`src/rtl/mu_error_gen.sv`:
```
// ---------------------------------------------------------------------------
// mu_error_gen
//   Forms the scaled adaptation error mu*e[n] = MU*(d[n]-y[n]) for the
//   weight/control-point update blocks. Two-stage pipeline, one sample per
//   cycle, no backpressure:
//     stage 1: e = sat(d - y), registered with valid and adapt_en
//     stage 2: mu_error = adapt_en ? sat(round(e*MU >> QP)) : 0, error = e
//   Optional windowed MSE monitor, built only when MU_ERROR_MSE_EN is
//   defined; otherwise mse/mse_valid are tied to 0.
//
// Ports
//   clk        in   rising-edge clock
//   reset      in   asynchronous active-high reset
//   in_valid   in   d_n/y_n/adapt_en valid this cycle
//   d_n        in   desired response d[n] (signed Q(WIDTH-QP).QP)
//   y_n        in   filter output y[n]
//   adapt_en   in   1: pass mu*e, 0: force mu_error to 0 for this sample
//   out_valid  out  in_valid delayed by 2 cycles
//   error      out  saturated e[n], held when out_valid=0
//   mu_error   out  saturated, rounded MU*e[n], held when out_valid=0
//   mse        out  mean of (e*e)>>QP over 2^WIN_LOG2 samples, held
//   mse_valid  out  one-cycle pulse when mse updates
// ---------------------------------------------------------------------------
module mu_error_gen #(
    parameter int               WIDTH    = 16,
    parameter int               QP       = 12,
    parameter logic [WIDTH-1:0] MU       = 'h0020,
    parameter int               WIN_LOG2 = 8
) (
    input  logic             clk,
    input  logic             reset,
    input  logic             in_valid,
    input  logic [WIDTH-1:0] d_n,
    input  logic [WIDTH-1:0] y_n,
    input  logic             adapt_en,
    output logic             out_valid,
    output logic [WIDTH-1:0] error,
    output logic [WIDTH-1:0] mu_error,
    output logic [WIDTH-1:0] mse,
    output logic             mse_valid
);

    localparam int STAGES = 2;
    localparam int PW     = 2 * WIDTH;
    localparam logic [WIDTH-1:0] SMAX = {1'b0, {(WIDTH-1){1'b1}}};
    localparam logic [WIDTH-1:0] SMIN = {1'b1, {(WIDTH-1){1'b0}}};
    localparam logic signed [PW-1:0] RND = PW'(1) << (QP - 1);

    // valid shift register; bit k = sample valid after stage k
    logic [STAGES:1] vld_pipe;

    // ---------------- stage 1: saturated difference ----------------
    logic signed [WIDTH:0]   e_full;
    logic        [WIDTH-1:0] e_sat;
    logic        [WIDTH-1:0] e_d1;
    logic                    adapt_d1;

    always_comb begin
        e_full = $signed({d_n[WIDTH-1], d_n}) - $signed({y_n[WIDTH-1], y_n});
        // top two bits disagree -> result does not fit WIDTH bits
        if (e_full[WIDTH] != e_full[WIDTH-1])
            e_sat = e_full[WIDTH] ? SMIN : SMAX;
        else
            e_sat = e_full[WIDTH-1:0];
    end

    always_ff @(posedge clk or posedge reset) begin
        if (reset) begin
            vld_pipe[1] <= 1'b0;
            e_d1        <= '0;
            adapt_d1    <= 1'b0;
        end else begin
            vld_pipe[1] <= in_valid;
            if (in_valid) begin
                e_d1     <= e_sat;
                adapt_d1 <= adapt_en;
            end
        end
    end

    // ---------------- stage 2: scale, round, saturate ----------------
    logic signed [PW-1:0]          prod;
    logic signed [PW-1:0]          rnd;
    logic        [PW-QP-WIDTH:0]   rnd_hi;
    logic        [WIDTH-1:0]       mu_sat;
    logic        [QP-1:0]          unused_rnd_frac;

    always_comb begin
        prod   = $signed(e_d1) * $signed(MU);
        rnd    = prod + RND;
        // bits above the kept field plus its sign bit must all match
        rnd_hi = rnd[PW-1:QP+WIDTH-1];
        if ((&rnd_hi) || !(|rnd_hi))
            mu_sat = rnd[QP +: WIDTH];
        else
            mu_sat = rnd[PW-1] ? SMIN : SMAX;
    end

    // fraction bits are consumed only through the rounding add
    assign unused_rnd_frac = rnd[QP-1:0];

    always_ff @(posedge clk or posedge reset) begin
        if (reset) begin
            vld_pipe[2] <= 1'b0;
            error       <= '0;
            mu_error    <= '0;
        end else begin
            vld_pipe[2] <= vld_pipe[1];
            if (vld_pipe[1]) begin
                error    <= e_d1;
                mu_error <= adapt_d1 ? mu_sat : '0;
            end
        end
    end

    assign out_valid = vld_pipe[STAGES];

`ifdef MU_ERROR_MSE_EN
    // ---------------- windowed MSE monitor ----------------
    // Accumulates alongside stage 2 so the update lands with that
    // sample's out_valid. adapt_en deliberately does not gate it.
    localparam int ACC_W = PW + WIN_LOG2;

    logic [ACC_W-1:0]    acc;
    logic [WIN_LOG2-1:0] cnt;
    logic signed [PW-1:0] sq_full;
    logic [ACC_W-1:0]    sq_ext;
    logic [ACC_W-1:0]    acc_sum;
    logic [ACC_W-1:0]    acc_avg;
    logic [WIDTH-1:0]    mse_next;

    always_comb begin
        sq_full  = $signed(e_d1) * $signed(e_d1);
        // e*e is never negative, so a logical shift is exact
        sq_ext   = ACC_W'(sq_full) >> QP;
        acc_sum  = acc + sq_ext;
        acc_avg  = acc_sum >> WIN_LOG2;
        mse_next = (|acc_avg[ACC_W-1:WIDTH-1]) ? SMAX : acc_avg[WIDTH-1:0];
    end

    always_ff @(posedge clk or posedge reset) begin
        if (reset) begin
            acc       <= '0;
            cnt       <= '0;
            mse       <= '0;
            mse_valid <= 1'b0;
        end else begin
            mse_valid <= 1'b0;
            if (vld_pipe[1]) begin
                if (&cnt) begin
                    mse       <= mse_next;
                    mse_valid <= 1'b1;
                    acc       <= '0;
                    cnt       <= '0;
                end else begin
                    acc <= acc_sum;
                    cnt <= cnt + 1'b1;
                end
            end
        end
    end
`else
    assign mse       = '0;
    assign mse_valid = 1'b0;
`endif

endmodule

```
`config.mk`:
```
export PLATFORM = sky130hd
export DESIGN_NAME = mu_error_gen
export DESIGN_NICKNAME = d
export VERILOG_FILES = /design/src/rtl/mu_error_gen.sv
export SDC_FILE = /design/constraint.sdc
export NUM_CORES = 1
export LEC_CHECK = 0
export BUFFER_PORTS_ARGS = -buffer_cell sky130_fd_sc_hd__buf_2
export CAP_MARGIN = 10
export CORE_MARGIN = 4
export CORE_UTILIZATION = 48
export CTS_CLUSTER_DIAMETER = 120
export CTS_CLUSTER_SIZE = 30
export DETAILED_ROUTE_END_ITERATION = 7
export GPL_TIMING_DRIVEN = 1
export HOLD_SLACK_MARGIN = 0.02
export PLACE_DENSITY = 0.77
export SLEW_MARGIN = 30
export SYNTH_ARGS = -nofsm -noshare
export SYNTH_HDL_FRONTEND = slang
export SYNTH_SLANG_ARGS = --single-unit
```
`constraint.sdc`:
```
create_clock -name clk -period 1.15 [get_ports clk]
set_input_delay 0.115 -clock clk [delete_from_list [all_inputs] [get_ports clk]]
set_output_delay 0.115 -clock clk [all_outputs]
set_load 0.01 [all_outputs]
```
# --- Word-level counts from Yosys, hierarchy flattened ---
# Cells that the tools add are included.
op_classes:
  n_addsub: 2
  eq_ne: 1
  n_mux: 5
  n_reduce_logical: 4
op_table:
  columns: ["op", "count"]
  rows:
  - ["two-way mux 16 bit", 5]
  - ["adder 21 x 13 -> 22 bit (second input constant)", 1]
  - ["subtractor 16 x 16 -> 17 bit", 1]
  - ["AND reduction 5 bit", 1]
  - ["OR reduction 5 bit", 1]
  - ["logical NOT 1 bit", 1]
  - ["logical OR 1 bit", 1]
  - ["inequality test 1 bit", 1]
word_totals:
  register_bits: 51
  input_bits: 36
  out_inout_bits: 50
  elab_cells: 18

# --- Logic depth before layout (Yosys ltp) ---
# Gate-level depths: netlist of the first run.
logic_depth:
  ltp_word: 6
  ltp_mapped: 11
  depth_no_buf: 10

# --- Worst setup path before layout of the first run ---
# Ideal clock, no wire load.
synth_timing:
  path_type: "in2reg"
  start: "in d_n[0]"
  end: "reg e_d1[13]"
  t_arrival_ns: 2.123
  required_ns: 1.019
  path_slack_ns: -1.104
  path_stages: 11
  n_path_buf: 1
  path_cell_list: "inv_1 ha_1 inv_1 fa_1 a21o_1 a221oi_4 o21ai_2 a41o_1 buf_6 a2111oi_4 o2bb2ai_1"
synth_between:
  elab_chain_len: 3
  elab_cells_between_ends: 4
  classes_between: "add/sub: 1; eq/ne: 1; mux: 2"
synth_lines:
  columns: ["item", "line_no", "text"]
  rows:
  - ["from (decl)", "33", "input logic [WIDTH-1:0] d_n,"]
  - ["subtractor 16 x 16 -> 17 bit (*)", "59", "e_full = $signed({d_n[WIDTH-1], d_n}) - $signed({y_n[WIDTH-1], y_n});"]
  - ["two-way mux 16 bit / inequality test 1 bit (equally long branches)", "62, 61", null]
  - ["two-way mux 16 bit (*)", "61", "if (e_full[WIDTH] != e_full[WIDTH-1])"]
  - ["to (signal assigned)", "75", "e_d1 <= e_sat;"]
  - ["to (decl)", "55", "logic [WIDTH-1:0] e_d1;"]
# Every way passes the cells marked *; elsewhere a longest branch is shown, timed or not.
# A chain may end at the register's enable or synchronous reset.

# --- Final worst setup path of the first run ---
layout_timing:
  start: "in d_n[0]"
  end: "reg e_d1[14]"
# Same word-level chain as after synthesis.

==> results of run 1 <==
-- timing repair --
action                                 CTS  global route
pin swaps                               28            14
hold buffers                             1             0
cloned                                   3             0
setup endpoints to repair               22            24
endpoints found under the hold margin   45             0
setup buffers                            6             0
resized for setup                       42            27
-- registers in the layout, summed over array words and instances, names as in the netlist --
signal / cells
adapt_d1: 1
e_d1: 16
error: 16
mu_error: 10
out_valid: 1
vld_pipe: 1
-- per-stage QoR --
stage          worst slack (ns)  total power [uW]
2_1_floorplan             -1.04              3490
3_3_place_gp              -1.21              4240
3_5_place_dp              -1.27              4330
4_1_cts                  -0.800              5750
5_1_grt                  -0.880              6310
6_report                 -0.832              5970
-- critical path, cell delays in order --
cell and delay (ns):
buf_8 0.11, inv_12 0.04, ha_4 0.11, inv_2 0.03
fa_2 0.33, a21o_1 0.20, a221oi_4 0.26, buf_6 0.15
o22ai_4 0.06, or4_4 0.54, a22oi_2 0.13, o22ai_1 0.09
-- report_power, final --
part,switching (uW),internal [uW]
clock network,514,632
logic,1340,1310
registers,235,1930
-- worst max path at each step --
stage	end	start	cells past startpoint
after floorplan	e_d1[13]	d_n[0]	11
after global placement	e_d1[14]	d_n[0]	12
after detailed placement	e_d1[9]	d_n[0]	12
after CTS	e_d1[14]	d_n[0]	12
after global routing	e_d1[14]	d_n[0]	12
final	e_d1[14]	d_n[0]	12
-- cells in the final DEF, fill, tap and decap left out, types with 6 or more instances in the layout --
master,n
buf_4,57
nor2_1,8
o22ai_1,8
a21oi_1,10
dfrtp_1,43
buf_6,7
ha_1,12
conb_1,17
o2bb2ai_1,14
a21oi_2,12
o21ai_0,10
buf_2,67
xor2_1,8
nand2_1,11
mux2_2,17
inv_1,28
nor2b_1,6
xnor2_1,6
-- kinds of logic after synthesis --
kind of cell,share of synthesized area
xor gates and xnor gates,0.0484
DFF,0.366
adders and majority gates,0.0756
other,0.00122
buffers and inverters,0.122
and+or+nand+nor,0.0980
AOI/OAI and AO/OA,0.224
muxes,0.0654
-- layout make-up --
cell class,count,area [sq um]
Clock buffer,5,68.8
Clock inverter,2,35.0
Fill cell,436,1670
Inverter,32,136
Multi-Input combinational cell,223,1990
Sequential cell,45,1130
Tap cell,75,93.8
Timing Repair Buffer,137,937
-- routing by layer --
layer	GRT usage	up-vias	share of wire
met1	0.250	1329	0.41
met3	0.0235	13	0.059
met4	0.0632	0	0.015
met5	0	-	0
li1	-	1360	-
met2	0.360	98	0.52
==> key figures, run 1 <==
Worst setup path
  • Critical Path End Type: flop
  • Worst Path Required: 1.31 ns
  • FF-to-FF Start: e_d1[9]
  • Data arrival time of the worst path: between 2 and 2.5 ns
  • R2R setup slack: -0.10 ns
  • Worst Setup Path Type: primary input to flop
  • Worst reg2reg endpoint: mu_error[7]
  • Critical-path maximum fanout: 2
  • Critical Path Source Type: primary input
  • Worst reg2reg path depth: 5

CTS
  • CTS Buffer Depth: 2
  • CTS Buf Count: 5
  • Clock-pin transition on the worst setup and hold timing paths: 0.08 ns
  • CTS tree: done
  • Clock root buffer: clkbuf_8
  • H-tree Lvls: 2
  • Clock latency at the later pin of the worst-skew pair: around 0.3 ns
  • Clk sinks: 45

GRT
  • Initial antenna violation count: 0
  • First-pass GRT wire length: between 10000 and 15000 um
  • Largest net degree at the start of global routing: between 40 and 50
  • Number of global-route vias before repair: ~2.7k
  • Total grt overflow: 0
  • GRT Util Overall: 0.200

Die
  • Die width: 88.1 um
  • # rows: 28
  • DIE AREA: approximately 7800 sq um
  • Starting utilization of the core area: 0.508
  • Chip height: 88.1 um
  • IO Pins: 86
  • Core Region: about 6000 sq um

STA
  • Minimum clock period: around 2.0 ns
  • Final hold violations: 0
  • Final worst-path cycle share: 1.72
  • RSZ-0062 raised after global routing: yes
  • Achievable Freq: ~500 MHz
  • Clock skew: roughly 0.0097 ns
  • Hold slack: between 0.06 and 0.07 ns
  • TNS Setup: -11.72 ns
  • Final-report setup violation count: 20
  • Setup ws final: -0.832 ns
  • Count of final max-slew check failures: 0

Drt
  • DRC viols: 0
  • Total number of vias: about 2.8k
  • WL/cell: ~15 um
  • DR vias/cell: roughly 5.4
  • Starting DRT DRC Count: 189
  • Detail Route Antenna Nets: 0
  • DRT Pass-1 Iters: 4
  • WL final: between 8000 and 9000 um

Cells and area
  • Final non-filler cell total: 519
  • Share of layout cells above drive strength 1: 0.498
  • Finished Core Util: 0.725
  • Ant diodes: 0
  • Area Growth Syn to Fin: 42.7%
  • Fin nets: 498
  • Layout Cell Area excl Fill: between 4000 and 5000 sq um

Power and ir drop
  • Peak VDD IR: around 1100 uV
  • Leakage power figure: ~0.0021 uW
  • PD cells: around 1400 nW/um^2

Synthesis
  • Mean Syn Cell Area: approximately 9.6 sq um
  • Yosys top cell by area: dfrtp_1
  • Cell Area, Synth: 3080 sq um
  • EDFF count, synth: 0
  • Most instantiated cells after synthesis: 45 x dfrtp_1, 31 x inv_1, 25 x buf_4
  • Most common cell in the synthesized netlist: dfrtp_1
  • Seq cells post-synth: 45
  • Ys async rst share: 1.00
  • Yosys top cell area share: 0.366
  • Syn Inst Count: 320
  • Seq/Total Area, Yosys: 0.366
  • Top_reg_cell synth: dfrtp_1
  • Largest cells by area after synthesis: dfrtp_1 37%, ha_1 6.9%, mux2_2 6.2%
  • YS warnings: 0
  • Synth cell types: 49

Hold path
  • HP Class: primary input to flop
  • Worst Min Path Start: adapt_en
  • Endpoint of the worst hold path: adapt_d1
  • Min-Delay Path Depth: 2

Place
  • Number of port buffers: 68
  • Placed wire-length estimate: approximately 5600 um
  • DP Cell Count: ~500
  • Gpl congestion: between 0.8 and 0.9
  • Area after DPL: around 3900 sq um

Outcome
  • Failing checks: negative setup slack
  • Status: complete, but fails checks

Flow run
  • Max_cap viols: 0
Power figures use the tool's default switching activity.
==> run 2, diff against run 1 <==
--- a/config.mk
+++ b/config.mk
@@ -6,11 +6,10 @@
 export NUM_CORES = 1
 export LEC_CHECK = 0
 export BUFFER_PORTS_ARGS = -buffer_cell sky130_fd_sc_hd__buf_2
-export CAP_MARGIN = 10
 export CORE_MARGIN = 4
 export CORE_UTILIZATION = 48
 export CTS_CLUSTER_DIAMETER = 120
-export CTS_CLUSTER_SIZE = 30
+export CTS_CLUSTER_SIZE = 10
 export DETAILED_ROUTE_END_ITERATION = 7
 export GPL_TIMING_DRIVEN = 1
 export HOLD_SLACK_MARGIN = 0.02
==> constraint.sdc (replaced) <==
create_clock -name clk -period 1.15 [get_ports clk]
set_input_delay 0.23 -clock clk [delete_from_list [all_inputs] [get_ports clk]]
set_output_delay 0.23 -clock clk [all_outputs]
set_load 0.01 [all_outputs]
==> run 2 against run 1 <==
Net effect:
- sequential cell count stayed put
- the run still ends with negative setup slack left
- die area did not move
- fmax down 6.6%
- final area increased by 0.88%
- worst hold slack better by 0.045 ns
- largest power group unchanged
- cell count grew 0.96%
- via count grew 2.3%
- sequential power is essentially flat
- first-iteration DRC count is 3.7% higher
- non-clock buffer count grew 5
==> key figures, run 2 (synthesis gave the netlist of run 1 again) <==
STA
  • Count of final max-slew check failures: 0 (unchanged)
  • RSZ-0062 raised after global routing: yes (unchanged)
  • Setup ws final: -0.972 ns (was -0.832 ns)
  • Final-report setup violation count: 28 (was 20)
  • Hold slack: 0.113 ns (was 0.0675 ns)
  • TNS Setup: -14.42 ns (was -11.72 ns)
  • Achievable Freq: 471 MHz (was 505 MHz)
  • Final worst-path cycle share: 1.85 (was 1.72)
  • Minimum clock period: 2.12 ns (was 1.98 ns)
  • Clock skew: 0.00646 ns (was 0.00973 ns)
  • Final hold violations: 0 (unchanged)

Worst setup path
  • R2R setup slack: -0.15 ns (was -0.10 ns)
  • Critical-path maximum fanout: 2 (unchanged)
  • Critical Path End Type: flop (unchanged)
  • Worst reg2reg path depth: 5 (unchanged)
  • Data arrival time of the worst path: 2.30 ns (was 2.15 ns)
  • Critical Path Source Type: primary input (unchanged)
  • Worst Path Required: 1.33 ns (was 1.31 ns)
  • CP max stage cell: or4_4 (unchanged)
  • Worst reg2reg endpoint: mu_error[8] (was mu_error[7])
  • FF-to-FF Start: e_d1[9] (unchanged)
  • Critical path, cell by cell: buf_8 > inv_12 > ha_4 > inv_2 > fa_2 > a21o_1 > a221oi_4 > buf_4 > buf_6 > o22ai_2 > or4_4 > a22oi_2 > o22ai_1 (was buf_8 > inv_12 > ha_4 > inv_2 > fa_2 > a21o_1 > a221oi_4 > buf_6 > o22ai_4 > or4_4 > a22oi_2 > o22ai_1)
  • Worst Setup Path Type: primary input to flop (unchanged)
  • Critical path's largest stage delay: 0.42 ns (was 0.54 ns)

Cells and area
  • Most common cell after layout, fill and taps aside: buf_4 (was buf_2)
  • Share of layout cells above drive strength 1: 0.510 (was 0.498)
  • Final non-filler cell total: 524 (was 519)
  • Commonest cells after routing, fill and taps aside: 63 x buf_4, 60 x buf_2, 43 x dfrtp_1 (was 67 x buf_2, 57 x buf_4, 43 x dfrtp_1)
  • Fin nets: 503 (was 498)
  • Area Growth Syn to Fin: 43.9% (was 42.7%)
  • Top flop regs: e_d1 x16, error x16, mu_error x10 (unchanged)
  • Ant diodes: 0 (unchanged)

Power and ir drop
  • PD cells: 1350 nW/um^2 (was 1360 nW/um^2)
  • Sw Ratio: 0.352 (was 0.351)
  • P_sw: 2110 uW (was 2090 uW)
  • Clock network power share: 0.191 (was 0.192)
  • Internal power: 3890 uW (was 3870 uW)
  • Leakage power figure: 0.00208 uW (was 0.00206 uW)
  • Flop pwr share: 0.361 (was 0.364)
  • Peak VDD IR: 1190 uV (was 1090 uV)
  • Combinational power share: 0.448 (was 0.445)

CTS
  • Clk sinks: 45 (unchanged)
  • Clock root buffer: clkbuf_8 (unchanged)
  • Clock latency at the later pin of the worst-skew pair: 0.30 ns (about the same)
  • CTS Buffer Depth: 2 (unchanged)
  • CTS Buf Count: 5 (unchanged)
  • H-tree Lvls: 2 (unchanged)
  • CTS tree: done (unchanged)
  • Clock-pin transition on the worst setup and hold timing paths: 0.08 ns (about the same)

Die
  • Die width: 88.1 um (unchanged)
  • Chip height: 88.1 um (unchanged)
  • Starting utilization of the core area: 0.508 (unchanged)
  • Core Region: 6060 sq um (unchanged)
  • # rows: 28 (unchanged)
  • IO Pins: 86 (unchanged)
  • DIE AREA: 7760 sq um (unchanged)

Drt
  • DRC viols: 0 (unchanged)
  • DR vias/cell: 5.46 (was 5.39)
  • Met2 WL: 4450 um (was 4140 um)
  • Met3 WL: 514 um (was 472 um)
  • WL/cell: 16.0 um (was 15.4 um)
  • Total number of vias: 2863 (was 2800)
  • DRT Pass-1 Iters: 4 (unchanged)
  • WL met1: 3240 um (was 3280 um)
  • Starting DRT DRC Count: 196 (was 189)
  • WL final: 8400 um (was 8020 um)
  • Top Metal Used: met4 (unchanged)
  • Detail Route Antenna Nets: 0 (unchanged)

GRT
  • Largest net degree at the start of global routing: 46 (unchanged)
  • Total grt overflow: 0 (unchanged)
  • GRT Util Overall: 0.211 (was 0.200)
  • First-pass GRT wire length: 13100 um (was 12500 um)
  • Number of global-route vias before repair: 2811 (was 2712)
  • Initial antenna violation count: 0 (unchanged)

Place
  • Number of port buffers: 68 (unchanged)
  • Placed wire-length estimate: 5590 um (was 5630 um)
  • Gpl congestion: 0.856 (was 0.859)
  • DP Cell Count: 503 (was 502)
  • Dpl ws: -1.40 ns (was -1.27 ns)

Hold path
  • Endpoint of the worst hold path: vld_pipe[1] (was adapt_d1)
  • HP Class: primary input to flop (unchanged)
  • Min-Delay Path Depth: 1 (was 2)
  • Worst Min Path Start: in_valid (was adapt_en)

Flow run
  • Max_cap viols: 0 (unchanged)

Outcome
  • Failing checks: negative setup slack (unchanged)
  • Status: complete, but fails checks (unchanged)
## run 2: cell types whose count changed in the layout (fill, tap and decap cells not counted), sizes merged
cell,before,now
buf,136,141
## run 2: worst max path at each step
stage	start	to	depth (start not counted)
final	d_n[0]	e_d1[14]	13
after global routing	d_n[0]	e_d1[14]	13
after CTS	d_n[0]	e_d1[14]	12
after detailed placement	d_n[0]	e_d1[9]	12
after global placement	d_n[0]	e_d1[14]	12
after floorplan	d_n[0]	e_d1[13]	11
## run 2: cell type report
| type | count | area [sq um] |
|---|---|---|
| repair buffers | 142 | 1010 |
| flip-flops and latches | 45 | 1130 |
| fillers | 423 | 1630 |
| well taps | 75 | 93.8 |
| multi-input cells | 223 | 1960 |
| inverters | 32 | 136 |
| clock inverters | 2 | 35.0 |
| clock buffers | 5 | 68.8 |
## run 2: power groups by stage
stage          clock (uW)  combinational [uW]  sequential (uW)
5_1_grt              1230                2920             2210
4_1_cts              1150                2430             2140
6_report             1150                2690             2170
2_1_floorplan           0                1210             2280
3_3_place_gp            0                2090             2150
3_5_place_dp            0                2160             2170
## run 2: per-stage QoR
stage	utilization	cell area, sq um	power, uW
final	0.731	4430	6000
after floorplan	-	3200	3490
after detailed placement	0.638	3870	4330
after CTS	0.699	4230	5720
after global placement	0.638	3870	4240
after global routing	0.731	4430	6360
## run 2: worst max-delay path: cells and delay by family
| kind | cells | cell delay [ns] |
|---|---|---|
| adder cells (fa/ha/maj) | 2 | 0.43 |
| AND/OR/NAND/NOR | 1 | 0.42 |
| AO/OA/AOI/OAI | 5 | 0.79 |
| buffers and inverters | 5 | 0.42 |
## run 2: layer usage
layer | global-route usage | vias up
met5 | 0 | -
met4 | 0.0591 | 0
met3 | 0.0320 | 20
met2 | 0.395 | 120
met1 | 0.249 | 1357
li1 | - | 1366
## run 2: timing repair
| action | CTS | global route |
|---|---|---|
| buffers inserted | 6 | 4 |
| endpoints found under the hold margin | 45 | 0 |
| resized for setup | 42 | 31 |
| pin swaps | 30 | 17 |
| endpoints found under the setup margin | 23 | 30 |
| gates cloned | 3 | 0 |
| hold buffers | 1 | 0 |
